[config.mk]
export PLATFORM = sky130hd
export DESIGN_NAME = gpio_out_sequencer
export DESIGN_NICKNAME = d
export VERILOG_FILES = /design/src/rtl/gpio_out_sequencer.sv
export SDC_FILE = /design/constraint.sdc
export NUM_CORES = 1
export LEC_CHECK = 0
export CAP_MARGIN = 20
export CORE_UTILIZATION = 45
export CTS_BUF_LIST = sky130_fd_sc_hd__clkbuf_8
export CTS_CLUSTER_DIAMETER = 120
export DETAILED_ROUTE_END_ITERATION = 6
export PLACE_DENSITY_LB_ADDON = 0.15
export SLEW_MARGIN = 15
export SYNTH_ARGS = -nofsm -noshare
export SYNTH_HDL_FRONTEND = slang
export SYNTH_SLANG_ARGS = --single-unit
export TNS_END_PERCENT = 50
[constraint.sdc]
create_clock -name CLK -period 2.3 [get_ports CLK]
set_input_delay 0.46 -clock CLK [delete_from_list [all_inputs] [get_ports CLK]]
set_output_delay 0.46 -clock CLK [all_outputs]
set_load 0.05 [all_outputs]
[src/rtl/gpio_out_sequencer.sv]
// rtl/gpio_out_sequencer.sv - multi-channel GPIO output driver with static, blink and one-shot pulse modes
module gpio_out_sequencer #(
    parameter int CHANNELS  = 8,
    parameter int CH_WIDTH  = 3,
    parameter int CNT_WIDTH = 16,
    parameter int PRESCALE  = 50000
) (
    input  logic                 CLK,
    input  logic                 RESET,
    input  logic                 WR_EN,
    input  logic [CH_WIDTH-1:0]  WR_CH,
    input  logic [1:0]           WR_MODE,
    input  logic [CNT_WIDTH-1:0] WR_VALUE,
    output logic [CHANNELS-1:0]  GPIO_OUT,
    output logic [CHANNELS-1:0]  BUSY,
    output logic                 TICK
);

    localparam int PW = (PRESCALE > 2) ? $clog2(PRESCALE) : 1;

    typedef enum logic [1:0] {
        ST_STATIC = 2'd0,
        ST_BLINK  = 2'd1,
        ST_PULSE  = 2'd2
    } state_t;

    logic [PW-1:0]        presc_q;
    logic                 tick;

    state_t               st_q  [CHANNELS];
    state_t               st_d  [CHANNELS];
    logic [CNT_WIDTH-1:0] cnt_q [CHANNELS];
    logic [CNT_WIDTH-1:0] cnt_d [CHANNELS];
    logic [CNT_WIDTH-1:0] rld_q [CHANNELS];
    logic [CNT_WIDTH-1:0] rld_d [CHANNELS];
    logic [CHANNELS-1:0]  out_q;
    logic [CHANNELS-1:0]  out_d;
    logic [CHANNELS-1:0]  busy_q;
    logic [CHANNELS-1:0]  busy_d;

    // Free-running timebase shared by all channels; writes never disturb it.
    assign tick = (presc_q == PW'(PRESCALE - 1));

    always_ff @(posedge CLK) begin
        if (RESET) begin
            presc_q <= '0;
        end else if (tick) begin
            presc_q <= '0;
        end else begin
            presc_q <= presc_q + PW'(1);
        end
    end

    always_ff @(posedge CLK) begin
        if (RESET) begin
            for (int i = 0; i < CHANNELS; i++) begin
                st_q[i]  <= ST_STATIC;
                cnt_q[i] <= '0;
                rld_q[i] <= '0;
            end
            out_q  <= '0;
            busy_q <= '0;
        end else begin
            for (int i = 0; i < CHANNELS; i++) begin
                st_q[i]  <= st_d[i];
                cnt_q[i] <= cnt_d[i];
                rld_q[i] <= rld_d[i];
            end
            out_q  <= out_d;
            busy_q <= busy_d;
        end
    end

    // A write to a channel takes priority over a coincident tick on that channel.
    always_comb begin
        for (int i = 0; i < CHANNELS; i++) begin
            st_d[i]  = st_q[i];
            cnt_d[i] = cnt_q[i];
            rld_d[i] = rld_q[i];
            out_d[i] = out_q[i];
            if (WR_EN && (WR_CH == CH_WIDTH'(i))) begin
                st_d[i]  = ST_STATIC;
                cnt_d[i] = '0;
                rld_d[i] = '0;
                out_d[i] = 1'b0;
                case (WR_MODE)
                    2'b00: out_d[i] = WR_VALUE[0];
                    2'b01: begin
                        st_d[i]  = ST_BLINK;
                        out_d[i] = 1'b1;
                        rld_d[i] = (WR_VALUE == '0) ? CNT_WIDTH'(1) : WR_VALUE;
                        cnt_d[i] = (WR_VALUE == '0) ? CNT_WIDTH'(1) : WR_VALUE;
                    end
                    2'b10: begin
                        if (WR_VALUE != '0) begin
                            st_d[i]  = ST_PULSE;
                            out_d[i] = 1'b1;
                            rld_d[i] = WR_VALUE;
                            cnt_d[i] = WR_VALUE;
                        end
                    end
                    default: ;
                endcase
            end else if (tick) begin
                case (st_q[i])
                    ST_BLINK: begin
                        if (cnt_q[i] == CNT_WIDTH'(1)) begin
                            out_d[i] = ~out_q[i];
                            cnt_d[i] = rld_q[i];
                        end else begin
                            cnt_d[i] = cnt_q[i] - CNT_WIDTH'(1);
                        end
                    end
                    ST_PULSE: begin
                        if (cnt_q[i] == CNT_WIDTH'(1)) begin
                            out_d[i] = 1'b0;
                            st_d[i]  = ST_STATIC;
                            cnt_d[i] = '0;
                        end else begin
                            cnt_d[i] = cnt_q[i] - CNT_WIDTH'(1);
                        end
                    end
                    default: ;
                endcase
            end
            busy_d[i] = (st_d[i] != ST_STATIC);
        end
    end

    always_comb begin
        GPIO_OUT = out_q;
        BUSY     = busy_q;
        TICK     = tick;
    end

endmodule

==> flow_summary.toml <==
[run_status]
status = "complete, but fails checks"
violations = "setup timing"

[finish]
finalCoreUtilization = 0.5900
num_antenna_cells = 0
nets = 2492
area_delta_synth_final_pct = 29.11
layout_commonest_cell = "nand2_1"
drive_gt1_frac = 0.2115
fin_area_um2 = 20940
final_cells = 2953
nFillCells = 3312
final_cell_mix = "346 x nand2_1, 325 x buf_4, 299 x dfxtp_1"

[detailed_routing]
antenna_left = 0
drt_iter0_drc = 1870
wirelength_um = 58570
dr.pass1.iters = 5
vias_per_cell = 5.988
drc = 0
vias = 17680
wl_per_cell_um = 19.83

[clock_tree]
clockBufferDepth = 3
cts_sinks = 304
cts-buffers-inserted = 55
path_clk_slew_ps = 60
insertion_delay_ps = 660
ctsHoldBuffers = 0
h-tree-depth = 2
cts-root-buf = "clkbuf_8"
cts_tree = "built"

[logic_synthesis]
synthFlopType = "dfxtp_1"
synthArstFlopShare = 0
ys_top_cells_by_area = "dfxtp_1 38%, a21oi_1 9.0%, nand2_1 8.1%, nor2_1 4.4%, o21ai_0 3.4%"
ys_seq_area_frac = 0.3753
synth_cell_types = 86
syn-num-nets = 2210
syn_avg_cell_area_um2 = 7.490
netlist_area_um2 = 16220
synth_top_area_frac = 0.3753
synth_seq_cells = 304
synth_warnings = 0
syn_inst = 2165
synth_edf_count = 0
synth_top_area_cell = "dfxtp_1"

[timing]
rsz0062_at_grt = "true"
max_freq_ghz = 0.4310
tightestPinTransition_ps = 799.4
setup_viol = 1
hold_viol_final = 0
fin_crit_sh = 1.009
drv_slew = 0
relSlewSlack = 0.4671
worst_slack_ps = -20.10
fin_skew_ps = 21.60
min_period_ps = 2320

[critical_path]
cp_max_fo = 6
cp-end-kind = "primary output"
r2r_cells = 9
r2r-end = "cnt_q[0][17]"
critPathLaunchType = "flop"
crit_slowest_cell = "dfxtp_2"
slowest_delay_ps = 340
worstPathRequired_ps = 1840
arrival_ps = 1860
critical_path_class = "flop to primary output"
rrSetupSlack_ps = 40
reg2reg_from = "cnt_q[0][17]"
crit_path_frequent_cell = "buf_12"
crit_chain = "ha_1, and3_4, nand4_1, inv_2, buf_12, buf_12"

[placed_design]
dp.cells = 2837
portBuffers = 40
gp_congestion = 0.9786
hpwl_um = 41550
place_area_um2 = 19440

[global_route]
grt_usage = 0.3140
grt_max_degree = 138
grt_pass1_wl_um = 90560
gr-total-overflow = 0
antenna_found_initial = 0
grt_pass1_vias = 16470

[power_and_ir_drop]
leakagePower_nw = 8.288
ir_worst_vdd_mv = 0.6221
power_density_nw_per_um2 = 598.7

[die]
die-height_um = 191.8
core-area_um2 = 35480
start_util = 0.4570
die_w_um = 191.8
io_pins = 41
dieArea_um2 = 36800
rows = 69

[min_path]
min_path_cells = 2
hold_end = "cnt_q[0][4]"
hold_path_class = "input port to flop"
worstHoldStart = "RESET"

[run]
cap_violations = 0
[state kept, by name, indices dropped and copies added, names as in the netlist]
signal and cells:
GPIO_OUT 8, st_q 16, BUSY 8, rld_q 128, presc_q 16, cnt_q 128
[cell families after synthesis]
group	count (synthesis)	synth area share
and+or+nand+nor	888	0.2616
AOI/OAI and AO/OA	698	0.2698
DFF	304	0.3753
buffers and inverters	206	0.05008
xor gates and xnor gates	37	0.01998
adders and majority gates	21	0.01620
muxes	11	0.007022
[critical path, delay by kind of cell, from the launching register on]
| kind | cells | cell delay [ps] |
|---|---|---|
| buffers and inverters | 3 | 390 |
| DFF | 1 | 340 |
| and+or+nand+nor | 2 | 310 |
| adders and majority gates | 1 | 160 |
[report_power, final]
group | switching [mW] | internal [mW]
logic | 1.08 | 0.777
registers | 0.0864 | 5.36
clock network | 2.39 | 2.84
[timing repair]
item / 4_1_cts / 5_1_grt
setup buffers: 6 / 8
gates resized for setup: 24 / 55
pin swaps: 3 / 11
hold endpoints to repair: 0 / 0
setup endpoints to repair: 20 / 70
[worst max path at each step]
stage	from	to
2_1_floorplan	WR_MODE[1]	cnt_q[1][29]
3_3_place_gp	WR_VALUE[3]	GPIO_OUT[6]
3_5_place_dp	WR_VALUE[3]	GPIO_OUT[6]
4_1_cts	presc_q[7]	TICK
5_1_grt	presc_q[0]	TICK
6_report	presc_q[0]	TICK
[per-stage QoR]
stage | hold slack (ps) | setup TNS [ps] | setup slack [ps] | total power [mW]
after floorplan | 413.2 | 0 | 8.738 | 6.550
after global placement | 426.8 | -33640 | -482.6 | 7.337
after detailed placement | 432.8 | -41870 | -472.3 | 7.352
after CTS | 27.50 | -98.42 | -76.51 | 12.59
after global routing | 42.15 | -132.0 | -105.2 | 13.03
final | 75.27 | -20.10 | -20.10 | 12.53
[final cells by class]
class                           instances  area, um^2  area share
Multi-Input combinational cell       1655        9577      0.4574
Inverter                               36       135.1    0.006455
Tap cell                              461       576.8     0.02755
Timing Repair Buffer                  395        3426      0.1636
Clock inverter                         32       162.7    0.007770
Sequential cell                       304        6095      0.2911
Clock buffer                           70       963.4     0.04602
[routing by layer]
layer | share of wire | track usage | routed length [um]
met5 | 0 | 0 | 0
met4 | 0.033 | 0.1117 | 1936
met3 | 0.065 | 0.04842 | 3807
met2 | 0.46 | 0.5067 | 27060
met1 | 0.44 | 0.4228 | 25760
[cell usage after synthesis, drive strengths merged (23+ instances only)]
cell type	instances
o22ai	23
a211oi	28
nor3	65
nor4	44
a221oi	31
nand2	349
clkbuf	145
o21ai	111
a21oi	294
nor2	189
inv	36
a31oi	39
buf	25
and2	28
dfxtp	304
nand3	72
No activity file was read; power rests on OpenSTA's default activity.
